===== src/rtl/sprite_mux_pkg.sv =====
`default_nettype none
// ============================================================================
//  Module      : sprite_mux_pkg
//  Description : Shared definitions for the sprite engine: register offsets,
//                CTRL bit positions, fetch FSM states and sprite width.
//  Revision    : 1.0 - initial release
// ============================================================================
package sprite_mux_pkg;

  localparam int SPRITE_W = 8;

  // Per-sprite register offsets within each 3-register group
  localparam int OFS_X    = 0;
  localparam int OFS_Y    = 1;
  localparam int OFS_CTRL = 2;

  // CTRL = {en, hflip, color[2:0], bitmap[2:0]}
  localparam int CTRL_EN         = 7;
  localparam int CTRL_HFLIP      = 6;
  localparam int CTRL_COLOR_LSB  = 3;
  localparam int CTRL_BITMAP_LSB = 0;

  typedef enum logic [2:0] {
    ST_IDLE  = 3'd0,
    ST_CHECK = 3'd1,
    ST_REQ   = 3'd2,
    ST_LATCH = 3'd3,
    ST_DONE  = 3'd4
  } fetch_state_t;

  function automatic logic [SPRITE_W-1:0] bit_reverse(input logic [SPRITE_W-1:0] d);
    logic [SPRITE_W-1:0] r;
    for (int b = 0; b < SPRITE_W; b++) r[b] = d[SPRITE_W-1-b];
    return r;
  endfunction

endpackage
`default_nettype wire


===== src/rtl/sprite_mux_engine_if.sv =====
`default_nettype none
// ============================================================================
//  Module      : sprite_mux_engine_if
//  Description : CPU register bus of the sprite engine.
//                master = CPU side, slave = engine side.
//                reg_addr/reg_wdata/reg_we/reg_re : CPU -> engine
//                reg_rdata                        : engine -> CPU (combinational)
//  Revision    : 1.0 - initial release
// ============================================================================
interface sprite_mux_engine_if #(
  parameter int REG_AW = 6
);
  logic [REG_AW-1:0] reg_addr;
  logic [7:0]        reg_wdata;
  logic              reg_we;
  logic              reg_re;
  logic [7:0]        reg_rdata;

  modport master (output reg_addr, reg_wdata, reg_we, reg_re, input  reg_rdata);
  modport slave  (input  reg_addr, reg_wdata, reg_we, reg_re, output reg_rdata);
endinterface
`default_nettype wire


===== src/rtl/sprite_channel.sv =====
`default_nettype none
// ============================================================================
//  Module      : sprite_channel
//  Description : One sprite channel: line buffer (optionally mirrored on load),
//                X compare and 8-pixel MSB-first shifter.
//                clk/reset   : clock, async active-high reset
//                hpos        : beam column
//                x_pos       : sprite X register (live)
//                line_load   : latch line_data into the line buffer
//                line_clr    : clear the line buffer
//                hflip       : mirror line_data on load
//                opaque      : current column pixel of this sprite (comb.)
//  Revision    : 1.0 - initial release
// ============================================================================
module sprite_channel
  import sprite_mux_pkg::*;
(
  input  wire logic                clk,
  input  wire logic                reset,
  input  wire logic [8:0]          hpos,
  input  wire logic [7:0]          x_pos,
  input  wire logic                line_load,
  input  wire logic                line_clr,
  input  wire logic                hflip,
  input  wire logic [SPRITE_W-1:0] line_data,
  output logic                     opaque
);

  logic [SPRITE_W-1:0] r_linebuf;
  logic [SPRITE_W-1:0] r_shift;
  logic [3:0]          r_cnt;
  logic                w_start;
  logic                w_pix;

  // Zero-extended compare can only match on columns 0..255
  assign w_start = (hpos == {1'b0, x_pos});

  always_ff @(posedge clk or posedge reset) begin
    if (reset)          r_linebuf <= '0;
    else if (line_clr)  r_linebuf <= '0;
    else if (line_load) r_linebuf <= hflip ? bit_reverse(line_data) : line_data;
  end

  // The start column pixel comes straight from the line buffer; the shifter
  // holds the remaining 7 pixels.
  always_ff @(posedge clk or posedge reset) begin
    if (reset) begin
      r_shift <= '0;
      r_cnt   <= '0;
    end else if (w_start) begin
      r_shift <= {r_linebuf[SPRITE_W-2:0], 1'b0};
      r_cnt   <= 4'(SPRITE_W - 1);
    end else if (r_cnt != 4'd0) begin
      r_shift <= {r_shift[SPRITE_W-2:0], 1'b0};
      r_cnt   <= r_cnt - 4'd1;
    end
  end

  always_comb begin
    w_pix = 1'b0;
    if (w_start)             w_pix = r_linebuf[SPRITE_W-1];
    else if (r_cnt != 4'd0)  w_pix = r_shift[SPRITE_W-1];
  end

  // Pixels past column 255 are dropped
  assign opaque = w_pix & ~hpos[8];

endmodule
`default_nettype wire


===== src/rtl/sprite_mux_engine.sv =====
`default_nettype none
// ============================================================================
//  Module      : sprite_mux_engine
//  Description : N-channel sprite engine. Holds X/Y/CTRL registers, prefetches
//                one bitmap row per sprite during hblank, muxes pixels with
//                lowest-index priority and latches sticky collision flags.
//                clk/reset       : clock, async active-high reset
//                hpos/vpos       : beam position
//                display_on      : active video
//                pf_gfx          : playfield pixel (collision only)
//                bus             : CPU register bus (slave)
//                rom_addr/rom_data : bitmap ROM, data one cycle after address
//                pixel_on/pixel_rgb : registered sprite pixel
//                collide_any     : OR of both collision registers
//  Revision    : 1.0 - initial release
// ============================================================================
module sprite_mux_engine
  import sprite_mux_pkg::*;
#(
  parameter int NUM_SPRITES = 4,
  parameter int SPRITE_H    = 16,
  parameter int REG_AW      = 6,
  parameter int FETCH_START = 256
) (
  input  wire logic          clk,
  input  wire logic          reset,
  input  wire logic [8:0]    hpos,
  input  wire logic [8:0]    vpos,
  input  wire logic          display_on,
  input  wire logic          pf_gfx,
  sprite_mux_engine_if.slave bus,
  output logic [6:0]         rom_addr,
  input  wire logic [7:0]    rom_data,
  output logic               pixel_on,
  output logic [2:0]         pixel_rgb,
  output logic               collide_any
);

  localparam logic [REG_AW-1:0] c_addr_ss = REG_AW'(3 * NUM_SPRITES);
  localparam logic [REG_AW-1:0] c_addr_sp = REG_AW'(3 * NUM_SPRITES + 1);
  localparam int                c_rd_w    = (NUM_SPRITES < 8) ? NUM_SPRITES : 8;

  logic [7:0]             r_x    [NUM_SPRITES];
  logic [7:0]             r_y    [NUM_SPRITES];
  logic [7:0]             r_ctrl [NUM_SPRITES];
  logic [NUM_SPRITES-1:0] r_ss, r_sp;
  logic [NUM_SPRITES-1:0] w_chan_opq, w_opaque;
  logic                   w_multi, w_ss_clr, w_sp_clr;
  logic [2:0]             w_pix_rgb;

  fetch_state_t r_state, w_state_n;
  logic [4:0]   r_idx, w_idx_n;
  logic [6:0]   w_rom_addr_n;
  logic         w_load, w_clr, w_last, w_hit;
  logic [7:0]   w_cur_y;
  logic         w_cur_en;
  logic [2:0]   w_cur_bitmap;
  logic [8:0]   w_row;

  // ---------------- register file ----------------
  always_ff @(posedge clk or posedge reset) begin
    if (reset) begin
      for (int i = 0; i < NUM_SPRITES; i++) begin
        r_x[i]    <= '0;
        r_y[i]    <= '0;
        r_ctrl[i] <= '0;
      end
    end else if (bus.reg_we) begin
      for (int i = 0; i < NUM_SPRITES; i++) begin
        if (bus.reg_addr == REG_AW'(3 * i + OFS_X))    r_x[i]    <= bus.reg_wdata;
        if (bus.reg_addr == REG_AW'(3 * i + OFS_Y))    r_y[i]    <= bus.reg_wdata;
        if (bus.reg_addr == REG_AW'(3 * i + OFS_CTRL)) r_ctrl[i] <= bus.reg_wdata;
      end
    end
  end

  always_comb begin
    bus.reg_rdata = '0;
    for (int i = 0; i < NUM_SPRITES; i++) begin
      if (bus.reg_addr == REG_AW'(3 * i + OFS_X))    bus.reg_rdata = r_x[i];
      if (bus.reg_addr == REG_AW'(3 * i + OFS_Y))    bus.reg_rdata = r_y[i];
      if (bus.reg_addr == REG_AW'(3 * i + OFS_CTRL)) bus.reg_rdata = r_ctrl[i];
    end
    if (bus.reg_addr == c_addr_ss) bus.reg_rdata = 8'(r_ss[c_rd_w-1:0]);
    if (bus.reg_addr == c_addr_sp) bus.reg_rdata = 8'(r_sp[c_rd_w-1:0]);
  end

  // ---------------- fetch FSM ----------------
  always_comb begin
    w_cur_y      = '0;
    w_cur_en     = 1'b0;
    w_cur_bitmap = '0;
    for (int i = 0; i < NUM_SPRITES; i++) begin
      if (r_idx == 5'(i)) begin
        w_cur_y      = r_y[i];
        w_cur_en     = r_ctrl[i][CTRL_EN];
        w_cur_bitmap = r_ctrl[i][CTRL_BITMAP_LSB +: 3];
      end
    end
  end

  // Row of the sprite on the upcoming line; unsigned wrap makes "above the
  // sprite" a large value that fails the height test.
  assign w_row  = 9'(vpos + 9'd1 - {1'b0, w_cur_y});
  assign w_hit  = w_cur_en && (w_row < 9'(SPRITE_H));
  assign w_last = (r_idx == 5'(NUM_SPRITES - 1));

  always_ff @(posedge clk or posedge reset) begin
    if (reset) begin
      r_state  <= ST_IDLE;
      r_idx    <= '0;
      rom_addr <= '0;
    end else begin
      r_state  <= w_state_n;
      r_idx    <= w_idx_n;
      rom_addr <= w_rom_addr_n;
    end
  end

  always_comb begin
    w_state_n    = r_state;
    w_idx_n      = r_idx;
    w_rom_addr_n = rom_addr;
    w_load       = 1'b0;
    w_clr        = 1'b0;
    case (r_state)
      ST_IDLE: begin
        if (hpos == 9'(FETCH_START)) begin
          w_state_n = ST_CHECK;
          w_idx_n   = '0;
        end
      end
      ST_CHECK: begin
        if (w_hit) begin
          w_rom_addr_n = {w_cur_bitmap, w_row[3:0]};
          w_state_n    = ST_REQ;
        end else begin
          w_clr = 1'b1;
          if (w_last) w_state_n = ST_DONE;
          else begin
            w_idx_n   = r_idx + 5'd1;
            w_state_n = ST_CHECK;
          end
        end
      end
      ST_REQ:   w_state_n = ST_LATCH;
      ST_LATCH: begin
        w_load = 1'b1;
        if (w_last) w_state_n = ST_DONE;
        else begin
          w_idx_n   = r_idx + 5'd1;
          w_state_n = ST_CHECK;
        end
      end
      ST_DONE: if (hpos < 9'(FETCH_START)) w_state_n = ST_IDLE;
      default: w_state_n = ST_IDLE;
    endcase
  end

  // ---------------- channels ----------------
  for (genvar g = 0; g < NUM_SPRITES; g++) begin : g_chan
    sprite_channel u_chan (
      .clk       (clk),
      .reset     (reset),
      .hpos      (hpos),
      .x_pos     (r_x[g]),
      .line_load (w_load && (r_idx == 5'(g))),
      .line_clr  (w_clr  && (r_idx == 5'(g))),
      .hflip     (r_ctrl[g][CTRL_HFLIP]),
      .line_data (rom_data),
      .opaque    (w_chan_opq[g])
    );
  end

  assign w_opaque = display_on ? w_chan_opq : '0;

  // ---------------- priority mux / pixel output ----------------
  always_comb begin
    w_pix_rgb = '0;
    for (int i = NUM_SPRITES - 1; i >= 0; i--)
      if (w_opaque[i]) w_pix_rgb = r_ctrl[i][CTRL_COLOR_LSB +: 3];
  end

  always_ff @(posedge clk or posedge reset) begin
    if (reset) begin
      pixel_on  <= 1'b0;
      pixel_rgb <= '0;
    end else begin
      pixel_on  <= |w_opaque;
      pixel_rgb <= w_pix_rgb;
    end
  end

  // ---------------- collisions ----------------
  // More than one bit set <=> clearing the lowest set bit leaves something.
  assign w_multi  = (w_opaque & (w_opaque - NUM_SPRITES'(1))) != '0;
  assign w_ss_clr = bus.reg_re && (bus.reg_addr == c_addr_ss);
  assign w_sp_clr = bus.reg_re && (bus.reg_addr == c_addr_sp);

  // Clear is applied first so a same-cycle set survives
  always_ff @(posedge clk or posedge reset) begin
    if (reset) begin
      r_ss <= '0;
      r_sp <= '0;
    end else begin
      r_ss <= (w_ss_clr ? '0 : r_ss) | (w_multi ? w_opaque : '0);
      r_sp <= (w_sp_clr ? '0 : r_sp) | (pf_gfx  ? w_opaque : '0);
    end
  end

  assign collide_any = (|r_ss) | (|r_sp);

endmodule
`default_nettype wire


===== src/flat_wrapper.sv =====
// flat-port wrapper written by rule: the top's interface ports become plain ports
module sprite_mux_engine_flat import sprite_mux_pkg::*;
#(
  parameter int NUM_SPRITES = 4,
  parameter int SPRITE_H    = 16,
  parameter int REG_AW      = 6,
  parameter int FETCH_START = 256
)
  (clk, reset, hpos, vpos, display_on, pf_gfx, rom_addr, rom_data, pixel_on, pixel_rgb, collide_any, bus_reg_addr, bus_reg_wdata, bus_reg_we, bus_reg_re, bus_reg_rdata);
  sprite_mux_engine_if #(.REG_AW(REG_AW)) bus_i ();
  input  wire logic clk;
  input  wire logic reset;
  input  wire logic [8:0] hpos;
  input  wire logic [8:0] vpos;
  input  wire logic display_on;
  input  wire logic pf_gfx;
  output logic [6:0] rom_addr;
  input  wire logic [7:0] rom_data;
  output logic pixel_on;
  output logic [2:0] pixel_rgb;
  output logic collide_any;
  input wire logic [$bits(bus_i.reg_addr)-1:0] bus_reg_addr;
  input wire logic [$bits(bus_i.reg_wdata)-1:0] bus_reg_wdata;
  input wire logic [$bits(bus_i.reg_we)-1:0] bus_reg_we;
  input wire logic [$bits(bus_i.reg_re)-1:0] bus_reg_re;
  output wire logic [$bits(bus_i.reg_rdata)-1:0] bus_reg_rdata;
  assign bus_i.reg_addr = bus_reg_addr;
  assign bus_i.reg_wdata = bus_reg_wdata;
  assign bus_i.reg_we = bus_reg_we;
  assign bus_i.reg_re = bus_reg_re;
  assign bus_reg_rdata = bus_i.reg_rdata;
  sprite_mux_engine #(.NUM_SPRITES(NUM_SPRITES), .SPRITE_H(SPRITE_H), .REG_AW(REG_AW), .FETCH_START(FETCH_START)) u_core (.clk(clk), .reset(reset), .hpos(hpos), .vpos(vpos), .display_on(display_on), .pf_gfx(pf_gfx), .bus(bus_i), .rom_addr(rom_addr), .rom_data(rom_data), .pixel_on(pixel_on), .pixel_rgb(pixel_rgb), .collide_any(collide_any));
endmodule

===== config.mk =====
export PLATFORM = sky130hd
export DESIGN_NAME = sprite_mux_engine_flat
export DESIGN_NICKNAME = d
export VERILOG_FILES = /design/src/rtl/sprite_mux_pkg.sv /design/src/rtl/sprite_mux_engine_if.sv /design/src/rtl/sprite_channel.sv /design/src/rtl/sprite_mux_engine.sv /design/src/flat_wrapper.sv
export SDC_FILE = /design/constraint.sdc
export NUM_CORES = 1
export LEC_CHECK = 0
export ABC_CLOCK_PERIOD_IN_PS = 9310
export CORE_UTILIZATION = 51
export CTS_BUF_LIST = sky130_fd_sc_hd__clkbuf_8
export DETAILED_ROUTE_END_ITERATION = 10
export PLACE_DENSITY = 0.76
export REMOVE_ABC_BUFFERS = 1
export SKIP_CTS_REPAIR_TIMING = 1
export SLEW_MARGIN = 20
export SYNTH_ARGS = -nofsm -noshare
export SYNTH_HDL_FRONTEND = slang
export SYNTH_HIERARCHICAL = 1
export SYNTH_SLANG_ARGS = --single-unit

===== constraint.sdc =====
create_clock -name clk -period 9.31 [get_ports clk]
set_clock_uncertainty 0.05 [all_clocks]
set_input_delay 2.793 -clock clk [delete_from_list [all_inputs] [get_ports clk]]
set_output_delay 2.793 -clock clk [all_outputs]
set_load 0.01 [all_outputs]

==> results of run 1 <==
logic make-up (layout without fill, tap and decap cells):
group,count (synthesis),after routing
and+or+nand+nor,268,268
muxes,214,214
DFF,199,199
AOI/OAI and AO/OA,195,195
buffers and inverters,99,148
xor gates and xnor gates,41,41
adders and majority gates,24,24
worst max-delay path, cell delays in order:
cell	delay, ns
clkdlybuf4s50_1	0.74
buf_4	0.34
mux2i_1	0.12
a311o_1	0.37
o32a_1	0.34
a221oi_1	0.33
clkdlybuf4s50_1	0.62
cell usage in the layout (no fill, tap or decap), types with 6 or more instances in the layout:
cell type,Yosys,routed
a31oi_1,13,13
nor3_1,14,14
nor2b_1,7,7
or3_1,8,8
ha_1,23,23
nand3_1,14,14
a211oi_1,38,38
clkdlybuf4s50_1,0,65
o22ai_1,7,7
nor3b_1,6,6
xnor2_1,7,7
dfrtp_1,199,199
clkbuf_8,0,17
a21oi_1,46,46
mux2_4,20,20
nor2_1,91,91
nand2b_1,12,12
mux2i_1,50,50
nand2_1,66,66
a222oi_1,10,10
buf_4,0,19
and2_1,7,7
o21ai_0,26,26
nor3_2,9,9
inv_1,31,30
xor2_1,34,34
mux2_2,140,140
power by group:
part / internal (mW) / switching [mW] / total [mW]
Sequential: 0.971 / 0.118 / 1.09
Clock: 0.200 / 0.344 / 0.544
Combinational: 0.348 / 0.428 / 0.776
metrics by stage:
stage                     cells  total power, mW  instance area, µm²    util  worst slack, ns
final                      1364            2.409               12500  0.5852           0.8039
after global routing       1364            2.545               12500  0.5852           0.6890
after CTS                  1364            2.420               12500  0.5852           0.8166
after detailed placement   1332            1.871               12100  0.5667           0.8498
after global placement     1332            1.845               12100  0.5667           0.8651
after floorplan             973            1.612               10960       -            1.732
how the worst max path moves through the flow:
stage	startpoint	to	slack (ns)	cells after the start
final	bus_reg_addr[1]	bus_reg_rdata[7]	0.80	7
after global routing	bus_reg_addr[1]	bus_reg_rdata[7]	0.69	7
after CTS	bus_reg_addr[1]	bus_reg_rdata[7]	0.82	7
after detailed placement	bus_reg_addr[1]	bus_reg_rdata[7]	0.85	7
after global placement	bus_reg_addr[1]	bus_reg_rdata[7]	0.87	7
after floorplan	bus_reg_addr[5]	bus_reg_rdata[0]	1.73	7
area by class of cell:
cell class	count	area, µm²	share of cell area
well taps	275	344.1	0.02754
clock buffers	17	234.0	0.01872
multi-input cells	742	5861	0.4690
clock inverters	15	161.4	0.01292
repair buffers	84	793.3	0.06348
flip-flops and latches	199	4980	0.3985
inverters	32	122.6	0.009813
registers in the layout (all words and copies together) (netlist names):
signal,cells
u_core/pixel_on,1
u_core/g_chan.u_chan/r_cnt,16
u_core/g_chan.u_chan/r_linebuf,32
u_core/r_sp,4
u_core/pixel_rgb,3
u_core/r_ctrl,32
u_core/r_x,32
u_core/r_ss,4
u_core/r_state,3
u_core/r_y,32
u_core/r_idx,5
u_core/rom_addr,7
u_core/g_chan.u_chan/r_shift,28
per-layer routing:
metal	up-vias	track usage	wire length (µm)
li1	3849	-	-
met1	4198	0.3833	13380
met2	313	0.4521	14480
met3	50	0.05333	1985
met4	2	0.08850	682
met5	-	0	17
cell usage after synthesis, drive strengths merged, types with 25 or more instances:
master  count
o21ai      27
nand2      66
clkbuf     42
buf        25
inv        31
a21oi      47
xor2       34
mux2i      50
dfrtp     199
nor2       93
mux2      160
a211oi     38
==> metrics.log, run 1 <==
[metrics] main combinational cell family by area after synthesis: multiplexers
[metrics] CTS Buf Count: 17
[metrics] max-slew violation count: 0
[metrics] CTS clock-pin slew for the worst setup and hold paths: about 0.11 ns
[metrics] Yosys reg bits: 199
[metrics] total standard cell area after synthesis: between 10000 and 15000 µm²
[metrics] area growth from synthesis to final layout: 10.98%
[metrics] cells taking the most area after synthesis: dfrtp_1, mux2_2, mux2i_1
[metrics] TritonCTS clock tree: built
[metrics] WS Path Type: input pin to output pin
[metrics] Synth Area in Adders: 0.02734
[metrics] GRT Util Overall: 0.2812
[metrics] area share of the largest cell type after synthesis: 0.4423
[metrics] Critical R2R Launch: u_core/r_idx[3]$_DFFE_PP0P_
[metrics] Pwr per Cell Area: 192.8 nW/µm²
[metrics] Setup TNS Final: 0 ns
[metrics] area share of xor/xnor cells in the synthesized design: 0.03189
[metrics] number of hold-slack violations in the final timing report: 0
[metrics] Ys Warns: 6
[metrics] post-detailed-route wirelength per cell: approximately 22 µm
[metrics] initial cell density of the core: 0.5273
[metrics] number of global-route vias before repair: 8286
[metrics] number of antenna violations at the first check in global routing: 1
[metrics] cell taking the most area after synthesis: dfrtp_1
[metrics] final critical-path required period: roughly 8.5 ns
[metrics] RePlAce Congestion: between 0.9 and 1
[metrics] number of nets in the final layout: 1146
[metrics] initial DRC count: 800
[metrics] Filler cells: 1844
[metrics] number of antenna diodes: 0
[metrics] routed via count: 8412
[metrics] mux contribution to synthesized area: 0.2191
[metrics] worst min-delay path category: register to register
[metrics] Port Buffer Count: 65
[metrics] number of routed nets with antenna violations: 0
[metrics] clock sink count: 199
[metrics] top flip-flop cell by instance count after synthesis: dfrtp_1
[metrics] actual transition at the worst max-transition pin: around 1.2 ns
[metrics] fraction of final layout cells sized beyond drive strength 1: 0.2268
[metrics] level count of the clock H-tree: 4
[metrics] vertical extent of the die: 150.6 µm
[metrics] Remaining Overflow, GRT: 0
[metrics] HPWL after detailed placement: between 20000 and 25000 µm
[metrics] proportion of synthesized chip area in sequential cells: 0.4423
[metrics] gate count after technology mapping: ~1000
[metrics] fraction of registers with async set or reset after synthesis: 1.000
[metrics] total wire length after detailed routing: 30540 µm
[metrics] Max Fanout on Critical Path: 17
[metrics] Core Area: 21350 µm²
[metrics] Clock Path Buffers: 2
[metrics] part of the cycle the worst path needs: 0.9136
[metrics] required time worst endpoint: 6.47 ns
[metrics] worst reg-to-reg setup slack: 3.59 ns
[metrics] Post-Route Hold Slack: 0.4632 ns
[metrics] placement row count: between 50 and 60
[metrics] root cell of the clock tree: clkbuf_8
[metrics] count of endpoints failing setup in the final report: 0
[metrics] result of the run: finished clean
[metrics] synthesized area per cell: 10.83 µm²
[metrics] Slew Limit Headroom: 0.1979
[metrics] maximum number of pins on one net before global-route repair: 74
[metrics] end of the worst hold path: u_core/r_idx[4]$_DFFE_PP0P_
[metrics] wire length of the first global-routing pass: roughly 47000 µm
[metrics] number of cells on the worst hold path: 1
[metrics] simple-gate share of the synthesized area: 0.1236
[metrics] RSZ-0062 raised after global routing: false
[metrics] critical register-to-register path endpoint: u_core/rom_addr[5]$_DFFE_PP0P_
[metrics] count of distinct cell types in the synthesized netlist: between 70 and 80
[metrics] VDD IR max: between 0.0001 and 0.00015 V
[metrics] Crit path arrival time: around 5.7 ns
[metrics] leakage power of the design: 5.637 nW
[metrics] startpoint type of the worst setup path: input pin
[metrics] TritonRoute pass-1 iters: 6
[metrics] Worst Hold Launch: u_core/r_idx[4]$_DFFE_PP0P_
[metrics] post-synthesis compound-gate area fraction: 0.1186
[metrics] maximum clock rate: 117.6 MHz
[metrics] Maximum Capacitance Violations: 0
[metrics] number of cells on the worst reg-to-reg path: 20
[metrics] EDFF count, synth: 0
[metrics] die area: 22680 µm²
[metrics] vias per std cell: 6.167
[metrics] crit end category: output pin
[metrics] number of I/O pins: 66
[metrics] clock latency of the later-clocked register in the worst-skew pair: around 0.48 ns
[metrics] Chip Width: between 150 and 200 µm
[metrics] DRC viols: 0
Power figures use the tool's default switching activity.
==> inputs of run 2 (changes only) <==
--- a/config.mk
+++ b/config.mk
@@ -8,6 +8,7 @@
 export ABC_CLOCK_PERIOD_IN_PS = 9310
 export CORE_UTILIZATION = 51
 export CTS_BUF_LIST = sky130_fd_sc_hd__clkbuf_8
+export CTS_CLUSTER_DIAMETER = 30
 export DETAILED_ROUTE_END_ITERATION = 10
 export PLACE_DENSITY = 0.76
 export REMOVE_ABC_BUFFERS = 1
==> results of run 2 <==
Same layout as run 1: the final DEF is identical, and so are final timing and power.
==> inputs of run 3 (changes only) <==
--- a/config.mk
+++ b/config.mk
@@ -6,9 +6,10 @@
 export NUM_CORES = 1
 export LEC_CHECK = 0
 export ABC_CLOCK_PERIOD_IN_PS = 9310
+export CORE_MARGIN = 5
 export CORE_UTILIZATION = 51
 export CTS_BUF_LIST = sky130_fd_sc_hd__clkbuf_8
-export CTS_CLUSTER_DIAMETER = 30
+export CTS_CLUSTER_DIAMETER = 40
 export DETAILED_ROUTE_END_ITERATION = 10
 export PLACE_DENSITY = 0.76
 export REMOVE_ABC_BUFFERS = 1
==> constraint.sdc (replaced) <==
create_clock -name clk -period 9.31 [get_ports clk]
set_clock_uncertainty 0.05 [all_clocks]
set_input_delay 2.793 -clock clk [delete_from_list [all_inputs] [get_ports clk]]
set_output_delay 2.793 -clock clk [all_outputs]
set_load 0.005 [all_outputs]
==> metrics.log, run 3 (synthesis results as in run 1) <==
[metrics] WS Path Type: input pin to output pin
[metrics] CTS Buf Count: 17 (unchanged)
[metrics] result of the run: finished clean
[metrics] maximum clock rate: 116.5 MHz (-0.93%)
[metrics] vertical extent of the die: 158.6 µm (+5.3%)
[metrics] dominant delay contributor by cell family on the critical path: buffers and inverters
[metrics] area of all placed cells without fillers: 12480 µm² (-0.16%)
[metrics] maximum number of pins on one net before global-route repair: 63 (-15%)
[metrics] number of antenna violations at the first check in global routing: 0 (-1)
[metrics] RePlAce Congestion: 1.027 (+5.4%)
[metrics] series of cell instances along the critical path: clkdlybuf4s50_1 -> buf_4 -> buf_4 -> o21a_1 -> a211oi_1 -> a2111oi_0 -> a21oi_1 -> o22ai_1 -> o31a_1 -> clkdlybuf4s50_1
[metrics] clock sink count: 199 (unchanged)
[metrics] number of cells on the worst reg-to-reg path: 21 (+5.0%)
[metrics] vias per std cell: 6.247 (+1.3%)
[metrics] placement row count: 54 (+1.9%)
[metrics] Maximum Capacitance Violations: 0 (unchanged)
[metrics] post-detailed-route wirelength per cell: 21.94 µm (-2.0%)
[metrics] actual transition at the worst max-transition pin: 1.101 ns (-0.06904 ns)
[metrics] Core Area: 21760 µm² (+1.9%)
[metrics] TritonCTS clock tree: built
[metrics] crit end category: output pin
[metrics] number of hold-slack violations in the final timing report: 0 (unchanged)
[metrics] number of I/O pins: 66 (unchanged)
[metrics] Clock Path Buffers: 2 (unchanged)
[metrics] area growth from synthesis to final layout: 10.80%
[metrics] number of nets in the final layout: 1144 (-0.17%)
[metrics] startpoint type of the worst setup path: input pin
[metrics] CTS clock-pin slew for the worst setup and hold paths: 0.11 ns (about the same)
[metrics] part of the cycle the worst path needs: 0.9222 (+0.008556)
[metrics] initial cell density of the core: 0.5175 (-0.009765)
[metrics] multi-input logic area: 5861 µm² (unchanged)
[metrics] worst reg-to-reg setup slack: 3.71 ns (+0.12 ns)
[metrics] most common cell after layout, fill and taps aside: dfrtp_1
[metrics] Setup TNS Final: 0 ns (unchanged)
[metrics] Remaining Overflow, GRT: 0 (unchanged)
[metrics] Crit path arrival time: 5.74 ns (+0.08 ns)
[metrics] number of cells on the worst hold path: 1 (unchanged)
[metrics] critical register-to-register path endpoint: u_core/g_chan[3].u_chan/r_linebuf[5]$_DFFE_PP0P_
[metrics] GRT Util Overall: 0.2421 (-0.03911)
[metrics] TritonRoute pass-1 iters: 6 (unchanged)
[metrics] number of antenna diodes: 0 (unchanged)
[metrics] clock latency of the later-clocked register in the worst-skew pair: 0.48 ns (about the same)
[metrics] end of the worst hold path: u_core/g_chan[1].u_chan/r_shift[4]$_DFFE_PP0P_
[metrics] final critical-path required period: 8.586 ns (+0.07966 ns)
[metrics] leakage power of the design: 5.625 nW (-0.21%)
[metrics] overall power: 2.409 mW (about the same)
[metrics] number of routed nets with antenna violations: 0 (unchanged)
[metrics] root cell of the clock tree: clkbuf_8
[metrics] Pwr per Cell Area: 193.1 nW/µm² (+0.17%)
[metrics] fraction of final layout cells sized beyond drive strength 1: 0.2245 (-0.002343)
[metrics] worst min-delay path category: register to register
[metrics] initial DRC count: 947 (+18%)
[metrics] Filler cells: 1859 (+0.81%)
[metrics] Post-Route Hold Slack: 0.4662 ns (+0.002971 ns)
[metrics] highest cell delay on the worst timing path: 0.67 ns (-0.07 ns)
[metrics] Critical R2R Launch: u_core/r_idx[4]$_DFFE_PP0P_
[metrics] HPWL after detailed placement: 21810 µm (-1.8%)
[metrics] commonest cells after routing, fill and taps aside: dfrtp_1, mux2_2, nor2_1
[metrics] VDD IR max: 0.0001506 V (+32%)
[metrics] max-slew violation count: 0 (unchanged)
[metrics] DRC viols: 0 (unchanged)
[metrics] Post-DP Area: 12090 µm² (about the same)
[metrics] required time worst endpoint: 6.47 ns (about the same)
[metrics] total wire length after detailed routing: 29990 µm (-1.8%)
[metrics] Worst Hold Launch: u_core/g_chan[1].u_chan/r_linebuf[3]$_DFFE_PP0P_
[metrics] count of endpoints failing setup in the final report: 0 (unchanged)
[metrics] Max Fanout on Critical Path: 21 (+4)
[metrics] CP max stage cell: clkdlybuf4s50_1
[metrics] routed via count: 8540 (+1.5%)
[metrics] level count of the clock H-tree: 4 (unchanged)
[metrics] WP buf/inv: 4 (+1)
[metrics] wire length of the first global-routing pass: 47130 µm (-0.50%)
[metrics] Slew Limit Headroom: 0.2622 (+0.06434)
[metrics] number of global-route vias before repair: 8281 (-0.060%)
[metrics] RSZ-0062 raised after global routing: false
[metrics] die area: 25150 µm² (+11%)
[metrics] Chip Width: 158.6 µm (+5.3%)
[metrics] Port Buffer Count: 65 (unchanged)
[metrics] register cell area after layout: 4980 µm² (unchanged)
## run 3: layer usage
metal | track usage | wire, µm | vias to the layer above
li1 | - | - | 3842
met1 | 0.3449 | 13240 | 4293
met2 | 0.3838 | 14030 | 347
met3 | 0.04376 | 1996 | 58
met4 | 0.06377 | 725 | 0
met5 | 0 | 0 | -
## run 3: area by class of cell
type                       count  share of cell area
timing repair buffer          82             0.06238
clock inverter                14             0.01093
multi-input combinational    742              0.4698
inverter                      32            0.009829
clock buffer                  18             0.01986
sequential                   199              0.3992
tap                          280             0.02808
## run 3: worst register-to-register path: stages, from the launching register on
cell       delay (ns)
dfrtp_1          0.42
nor3_2           0.17
buf_4            0.27
nand2_1          0.20
nor2_1           0.79
a22oi_1          0.22
nand2_1          0.11
o21ai_0          0.11
o21ai_0          0.21
ha_1             0.27
inv_1            0.06
ha_1             0.17
inv_1            0.07
fa_1             0.49
nor2b_4          0.16
o2111ai_1        0.18
a21oi_1          0.21
nor3_2           0.07
nand2_1          0.13
nor2_1           0.08
a211oi_1         0.93
a211oi_1         0.11
## run 3: worst max-delay path by stage
| stage | from | end | depth (start not counted) |
|---|---|---|---|
| CTS | bus_reg_addr[1] | bus_reg_rdata[6] | 10 |
| detailed placement | bus_reg_addr[1] | bus_reg_rdata[6] | 10 |
| global placement | bus_reg_addr[1] | bus_reg_rdata[7] | 7 |
| global route | bus_reg_addr[1] | bus_reg_rdata[6] | 10 |
| finish | bus_reg_addr[1] | bus_reg_rdata[6] | 10 |
| floorplan | bus_reg_addr[5] | bus_reg_rdata[0] | 7 |
## run 3: power by group
part | internal, mW | switching, mW | total [mW]
Combinational | 0.349 | 0.420 | 0.769
Sequential | 0.971 | 0.120 | 1.09
Clock | 0.205 | 0.345 | 0.550
## run 3: per-stage QoR
step,worst slack (ns),utilization,std cells
after floorplan,1.805,-,973
after global placement,0.8785,0.5558,1335
after detailed placement,0.7805,0.5558,1335
after CTS,0.7802,0.5734,1367
after global routing,0.5909,0.5734,1367
final,0.7243,0.5734,1367
